==> config.mk <==
export PLATFORM = sky130hd
export DESIGN_NAME = gray_seq_counter
export DESIGN_NICKNAME = d
export VERILOG_FILES = /design/src/rtl/gray_seq_counter.sv
export SDC_FILE = /design/constraint.sdc
export NUM_CORES = 1
export LEC_CHECK = 0
export ABC_AREA = 1
export CAP_MARGIN = 20
export CORE_AREA = 5 5 42 44
export CTS_BUF_LIST = sky130_fd_sc_hd__clkbuf_4 sky130_fd_sc_hd__clkbuf_8
export CTS_CLUSTER_DIAMETER = 200
export DETAILED_ROUTE_END_ITERATION = 8
export DIE_AREA = 0 0 47 49
export PLACE_DENSITY = 0.5
export REMOVE_ABC_BUFFERS = 1
export SLEW_MARGIN = 30
export SYNTH_ARGS = -nofsm -noshare
export SYNTH_HDL_FRONTEND = slang
export SYNTH_SLANG_ARGS = --single-unit
export TNS_END_PERCENT = 50
==> constraint.sdc <==
create_clock -name clock -period 1.45 [get_ports clock]
set_clock_uncertainty 0.2 [all_clocks]
set_input_delay 0.145 -clock clock [delete_from_list [all_inputs] [get_ports clock]]
set_output_delay 0.145 -clock clock [all_outputs]
set_load 0.05 [all_outputs]
==> src/rtl/gray_seq_counter.sv <==
// Parametrised Gray-coded sequence counter.
// Binary state with registered Gray mirror, load, up/down, wrap or saturate.
module gray_seq_counter #(
  parameter int WIDTH       = 2,
  parameter bit SATURATE    = 1'b0,
  parameter int RESET_VALUE = 0
) (
  input  logic             clock,
  input  logic             reset,
  input  logic             hold,
  input  logic             up,
  input  logic             load,
  input  logic [WIDTH-1:0] load_value,
  output logic [WIDTH-1:0] gray_q,
  output logic [WIDTH-1:0] bin_q,
  output logic             wrap,
  output logic             sat,
  output logic             at_max,
  output logic             at_min
);

  localparam logic [WIDTH-1:0] MAX = '1;
  localparam logic [WIDTH-1:0] RST = WIDTH'(RESET_VALUE);

  logic [WIDTH-1:0] cnt;
  logic [WIDTH-1:0] nxt;
  logic             nxt_wrap;
  logic             nxt_sat;
  logic             edge_hit;

  assign edge_hit = up ? (cnt == MAX) : (cnt == '0);

  always_comb begin
    nxt      = cnt;
    nxt_wrap = 1'b0;
    nxt_sat  = 1'b0;
    if (load) begin
      nxt = load_value;
    end else if (!hold) begin
      if (edge_hit && SATURATE) begin
        nxt_sat = 1'b1;
      end else begin
        nxt      = up ? cnt + 1'b1 : cnt - 1'b1;
        nxt_wrap = edge_hit;
      end
    end
  end

  // Gray is registered from the next binary value, so it never glitches.
  always_ff @(posedge clock) begin
    if (reset) begin
      cnt    <= RST;
      gray_q <= RST ^ (RST >> 1);
      wrap   <= 1'b0;
      sat    <= 1'b0;
    end else begin
      cnt    <= nxt;
      gray_q <= nxt ^ (nxt >> 1);
      wrap   <= nxt_wrap;
      sat    <= nxt_sat;
    end
  end

  assign bin_q  = cnt;
  assign at_max = (cnt == MAX);
  assign at_min = (cnt == '0);

endmodule

---- Word level (Yosys, flattened, before mapping) ----
Cells that the tools add are included.
cells by class
  mux-type cells .......................... 4
  reduce and logical (&&, ||, !) cells .... 2
  bitwise gates (word level) .............. 1
  eq/ne operators ......................... 1
  add/subtract/negate cells ............... 2
operators with widths
  operator                                                            number
  2-bit two-way mux                                                   3
  3-bit OR reduction                                                  1
  2-bit by 1-bit adder with 2-bit output, second input constant       1
  2-bit == test, second input constant                                1
  2-bit zero test                                                     1
  2-bit by 1-bit subtractor with 2-bit output, second input constant  1
  2-bit by 1-bit bitwise XOR with 2-bit output                        1
  1-bit two-way mux                                                   1
word-level totals
  register bits after elaboration ......... 5
  output and inout bits ................... 8
  word-level logic and storage cells ...... 13
  bits of input ports ..................... 7

---- Depth between registers and ports, before layout ----
  word-level depth ........................ 5
  depth in mapped cells ................... 9
  gate-level depth less buffers ........... 9

---- Worst setup path before layout ----
Ideal clock, no wire load.
  path type ............................... register to register
  start ................................... reg cnt[0] (netlist: bin_q[0])
  end ..................................... reg wrap
  period minus slack after synthesis ...... 1709 ps
  arrival ................................. 1424 ps
  buffers on the path ..................... 0
  required time ........................... 1164 ps
  setup slack ............................. -259 ps
  cell stages (with the launch flop) ...... 5
  library setup time ...................... 86 ps
  cells stage by stage .................... dfxtp_1 -> nand2_1 -> inv_1 -> nor2_1 -> a211oi_1
between the ends
  cells in the longest elaborated chain, start to end .. 2
  elaborated cells between the ends (all ways) .. 3
  classes of those cells .................. eq/ne (1); mux (1); reduce/logical (1)
ends and longest elaborated chain
  element                   RTL line  source
  start: declaration        25        logic [WIDTH-1:0] cnt;
  start signal: assignment  57        cnt <= nxt;
  2-bit == test             --
  named net at_max          18        output logic at_max,
  1-bit two-way mux         31        assign edge_hit = up ? (cnt == MAX) : (cnt == '0);
  end signal: assignment    59        wrap <= nxt_wrap;
  end: declaration          16        output logic wrap,
The timed path passes the listed nets, and every way through them passes these cells.
A chain may end at the register's enable or synchronous reset.

---- Final worst setup path ----
  start ................................... reg cnt[0] (netlist: bin_q[0])
  end ..................................... out at_max
between the ends
  cells in the longest elaborated chain, start to end .. 1
ends and longest elaborated chain
  element           RTL line  source
  2-bit == test     65        assign at_max = (cnt == MAX);
  end: declaration  18
Every way passes these cells.

==> run_results.csv <==
group,metric,value,unit
status,status,"complete, no violations",
yosys,yosysTopAreaCellShare,0.308,
min_path,min_path_type,"in2reg",
yosys,syn_area,260,µm²
clock_tree,cts_tree,"done",
detailed_routing,drt_iter0_drc,7,
worst_setup_path,critical_path_class,"reg2out",
clock_tree,cts_num_sinks,4,
detailed_routing,vias,273,
layout,n_antenna_cell,0,
floorplan,die_w,47,µm
detailed_routing,first_pass_iters,2,
placement,numPlacedInstances,66,
power,combPwrFrac,0.419,
detailed_routing,drc_errors,0,
sta,rsz0062_at_grt,"false",
placement,gp_congestion,0.691,
detailed_routing,wl_per_cell,7.68,µm
worst_setup_path,cp_max_fo,4,
layout,final_layout_size_suffix_gt1_frac,0.415,
global_route,grt_pass1_vias,266,
worst_setup_path,end_kind,"output pin",
global_route,grt_usage,0.0598,
sta,min_period,1.33,ns
placement,dp_hpwl,495,µm
global_route,grt_pass1_wl,986,µm
power,p_switching,0.150,mW
placement,portBuffers,13,
yosys,ys_warn_count,0,
detailed_routing,drtAntennaViolNets,0,
layout,stdcell_area,497,µm²
job,cap_violations,0,
floorplan,io_pins,15,
floorplan,die_h,49,µm
power,power_leakage,0.237,nW
worst_setup_path,crit_required,1.11,ns
floorplan,start_util,0.186,
floorplan,die_area,2300,µm²
sta,hold_violations,0,
layout,nets,62,
worst_setup_path,arrival,0.98,ns
floorplan,rows,14,
yosys,yosys_register_bits,4,
detailed_routing,routed_wl,530,µm
clock_tree,postCtsHoldBufs,0,
global_route,grt_overflow,0,
clock_tree,clock_path_buffers,2,
layout,stdcell_count,69,
power,powerDensity,903,nW/µm²
power,vdd_drop_max,0.372,mV
placement,post_dp_cell_area,473,µm²
power,power_frac_seq,0.285,
sta,setup_viol,0,
clock_tree,numCtsBuffers,3,
power,switching_share,0.333,
sta,finalCritPeriodShare,0.917,
clock_tree,clock-root-buffer,"clkbuf_4",
power,clkPwrFrac,0.296,
worst_setup_path,setup.worst_path.start_class,"flop",
layout,syn_to_final_growth,90.9,%
yosys,syn_area_per_cell,6.85,µm²
yosys,ys_seq_area_frac,0.308,
power,p_total,0.449,mW
floorplan,design.core.area,1400,µm²
sta,fmax,0.752,GHz
clock_tree,clkTransAtPathRegs,0.04,ns
detailed_routing,via_per_inst,3.96,
sta,slew_viol_final,0,
layout,final_util,0.354,
global_route,antenna_found_initial,0,
power,p_int,0.299,mW
yosys,synth_cell_type_count,16,
yosys,synthTopCellsByArea,"dfxtp_1, nand2_1, nand3_2",
clock_tree,clock_latency,0.23,ns
layout,fillerInstances,161,
clock_tree,h-tree-depth,1,
global_route,grt_max_degree,5,
yosys,synth_cells,38,
yosys,yosysTopAreaCell,"dfxtp_1",
[state kept, by name, indices dropped and copies added, names as in the netlist]
| name | flops |
|---|---|
| bin_q | 1 |
| gray_q | 2 |
| wrap | 1 |
[path summary, 6_finish.rpt]
path,start,end,slack (ns),depth (start not counted)
setup / recovery,bin_q[0]$_SDFF_PP0_,at_max,0.12,3
hold / removal,load_value[1],gray_q[1]$_SDFF_PP0_,0.33,3
setup reg to reg,gray_q[1]$_SDFF_PP0_,gray_q[0]$_SDFF_PP0_,0.23,9
hold reg to reg,bin_q[0]$_SDFF_PP0_,wrap$_SDFF_PP0_,0.42,3
[cell type report]
type	count	area, µm²	area share
multi-input combinational	24	135	0.272
inverter	8	30.0	0.0605
clock buffer	3	22.5	0.0453
sequential	4	81.3	0.164
timing repair buffer	14	208	0.418
tap	16	20.0	0.0403
[cell usage in the layout, fill, tap and decap left out, drive strengths merged]
cell type / n
o21ai: 1
and2: 1
nand2: 11
a211oi: 1
dfxtp: 4
clkdlybuf4s50: 6
inv: 8
conb: 1
a21oi: 2
nand3: 5
clkbuf: 3
nor2: 2
buf: 8
[repair_timing]
item	in CTS	in global routing
gates resized for setup	0	1
setup endpoints to repair	0	1
buffers inserted	0	0
[logic make-up after synthesis]
group / after synthesis / synth area share
AO/OA/AOI/OAI: 4 / 0.101
other: 1 / 0.0144
AND/OR/NAND/NOR: 19 / 0.404
flip-flops: 4 / 0.308
buffers and inverters: 10 / 0.173
[critical path: stages, from the launching register on]
cell and delay [ns]:
dfxtp_2 0.37, nand2_1 0.11, inv_1 0.13, buf_12 0.14
[metrics by stage]
stage	worst slack [ns]	hold slack (ns)	setup TNS, ns
4_1_cts	0.0136	0.324	0
2_1_floorplan	-0.596	0.0141	-2.35
5_1_grt	0.0446	0.323	0
3_3_place_gp	0.0183	0.393	0
6_report	0.121	0.327	0
3_5_place_dp	-0.00241	0.394	-0.00241
[synth_stat cells, drive strengths merged]
master / instances
buf: 2
a21oi: 2
a211oi: 1
nand2: 11
nor2: 2
o21ai: 1
conb: 1
and2: 1
nand3: 5
dfxtp: 4
inv: 8
[power groups by stage]
stage / Combinational (mW) / Sequential (mW) / Clock [mW]
4_1_cts: 0.190 / 0.128 / 0.137
3_5_place_dp: 0.190 / 0.129 / 0
2_1_floorplan: 0.0640 / 0.161 / 0
3_3_place_gp: 0.189 / 0.129 / 0
5_1_grt: 0.200 / 0.129 / 0.151
6_report: 0.188 / 0.128 / 0.133
[routing by layer]
metal	GRT usage	wire [µm]	vias to the layer above
met2	0.0860	261	14
met4	0.0415	0	0
li1	-	-	148
met3	0.0332	68	0
met1	0.0636	200	111
met5	0	0	-
No activity file was read; power rests on OpenSTA's default activity.
==> patch (same flow settings) <==
Reset style: asynchronous (`reset`), changed in one clocked block.
--- a/src/rtl/gray_seq_counter.sv
+++ b/src/rtl/gray_seq_counter.sv
@@ -48,5 +48,5 @@
 
   // Gray is registered from the next binary value, so it never glitches.
-  always_ff @(posedge clock) begin
+  always_ff @(posedge clock or posedge reset) begin
     if (reset) begin
       cnt    <= RST;
Behaviour: differs if reset is asserted again (counterexample within 4 cycles, from zero or initial values and one cycle with reset high); with reset held inactive, the same outputs for 10 cycles.
==> patch against the original RTL <==
Sequential power is 13% higher. Final area is 7.3% higher. Total power is 24% higher. Wire length is 6.6% higher. Fmax is 3.9% lower. Non-clock buffer count is 5 higher. Area after synthesis is 2.4% lower. Critical path depth is 1 lower. Highest routed layer unchanged. Critical path type unchanged. Hold slack worse by 0.0087 ns. Largest cell class unchanged. Sequential cell count stayed put. Worst setup slack worse by 0.054 ns. Global-route usage is 0.19 points lower. Register-to-register slack worse by 0.03 ns.
==> patch: results (changes against the original RTL) <==
* Crit path to: at_min
* Critical path's top delay family: flip-flops
* Seq group at 0.000145 W (+13%)
* Sequential fraction of the synthesis area at 0.3941 (+0.08640)
* Setup Fix Bufs, Post-CTS at 0 (unchanged)
* Capturing point of the worst reg2reg path: gray_q[0]$_DFF_PP0_
* Pin count of the biggest net entering global routing at 7 (+2)
* Clock group share of total power at 0.236 (-0.060)
* Arr. time, crit path at 1.04 ns (+0.06 ns)
* Post-synthesis compound-gate area fraction at 0.08867 (-0.01229)
* DP HPWL at 523.3 µm (+5.7%)
* Final worst slack at 0.06708 ns (-0.05354 ns)
* Cell variety after synth at 14 (-2)
* Share of cells above drive strength 1 at 0.3333 (-0.08176)
* Clock tree buffer depth at 2 (unchanged)
* Hold Path Sink: bin_q[1]$_DFF_PP0_
* Total GRT Usage at 0.05791 (-0.001907)
* Post-synthesis xor/xnor area fraction at 0.03448 (+0.03448)
* Crit path largest cell delay at 0.45 ns (+0.08 ns)
* WL/cell at 7.740 µm (+0.76%)
* Hold depth at 3 (unchanged)
* TritonRoute pass-1 iters at 1 (-1)
* Ant diodes at 0 (unchanged)
* Fin Hold WS at 0.3182 ns (-0.008657 ns)
* First-pass GRT wire length at 1021 µm (+3.5%)
* Sequential power share at 0.260 (-0.025)
* Yosys warns at 0 (unchanged)
* CTS Buf Count at 3 (unchanged)
* Area contributors post-synth: dfrtp_1, nand2_1, inv_1
* Post-DR vias/cell at 3.781 (-4.4%)
* Synth top cells by count: nand2_1, inv_1, dfrtp_1, nand3_1
* Nets at 66 (+6.5%)
* Vias in the first global route at 270 (+1.5%)
* Dpl ws at -0.03135 ns (-0.02894 ns)
* Vias at 276 (+1.1%)
* Syn_area_per_cell at 6.865 µm² (+0.23%)
* Asr flop ratio synth at 1.000 (+1.000)
* CP max stage cell: dfrtp_2
* Clk_lat worst skew at 0.23 ns (about the same)
* Reg-to-Reg Start: bin_q[0]$_DFF_PP0_
* H-Tree Depth at 1 (unchanged)
* Status: complete, no violations
* Max reg flops at 2 (unchanged)
* Fillers at 159 (-1.2%)
* Synth Area in Adders at 0 (unchanged)
* Top_reg_cell synth: dfrtp_1
* R2r setup slk at 0.20 ns (-0.03 ns)
* Internal Power at 0.0003533 W (+18%)
* Maximum VDD drop at 323.2 µV (-13%)
* Final Wtd Congestion at 0.7029 (+1.7%)
* Root buf cell: clkbuf_4
* Clk slew on worst S/H paths at 0.04 ns (about the same)
* Leak pwr at 0.2724 nW (+15%)
* Worst hold start: load_value[1]
* Worst Reg2Reg Path Length in Cells at 4 (-5)
* CP max FO at 6 (+2)
* Drt initial violations at 0 (-7)
* Post-Place Cells at 69 (+4.5%)
patch: cell count changes after synthesis, sizes merged:
| cell | change |
|---|---|
| dfrtp | +4 |
| dfxtp | -4 |
| a211oi | -1 |
| a21oi | -1 |
| and2 | -1 |
| inv | -1 |
| nand3 | -1 |
| nand4 | +1 |
| nor2 | -1 |
| o211ai | +1 |
| o21ai | +1 |
| or2 | +1 |
| xor2 | +1 |
patch: repair_timing:
action                     4_1_cts  5_1_grt
setup endpoints to repair        1        3
resized for setup                1        1
hold buffers                     1        0
hold endpoints to repair         4        0
pin swaps                        0        0
gates cloned                     0        0
patch: final cells by class:
cell class                 count  area share
timing repair buffer          19      0.4648
multi-input combinational     24      0.2160
sequential                     4      0.1901
inverter                       7     0.04930
clock buffer                   3     0.04225
tap                           16     0.03756
patch: routing by layer:
layer	track usage	part of all wire	routed length, µm	vias up
met3	0.01107	0.10	58	0
met5	0	0	0	-
li1	-	-	-	152
met1	0.07317	0.41	234	114
met4	0.02765	0	0	0
met2	0.09050	0.48	272	10
patch: metrics by stage:
step / util / total power (W) / TNS (ns) / instance area, µm²
final: 0.3804 / 0.0005563 / 0 / 533.0
after global routing: 0.3804 / 0.0005895 / 0 / 533.0
after CTS: 0.3795 / 0.0005638 / 0 / 531.8
after detailed placement: 0.3545 / 0.0004246 / -0.03135 / 496.7
after global placement: 0.3545 / 0.0004229 / -0.02315 / 496.7
after floorplan: - / 0.0002717 / -1.980 / 239.0
patch: kinds of logic (layout without fill, tap and decap cells):
group | Yosys count | count (layout)
AND/OR/NAND/NOR | 18 | 18
AO/OA/AOI/OAI | 4 | 4
flip-flops | 4 | 4
other | 1 | 1
buffers and inverters | 9 | 29
XOR/XNOR | 1 | 1
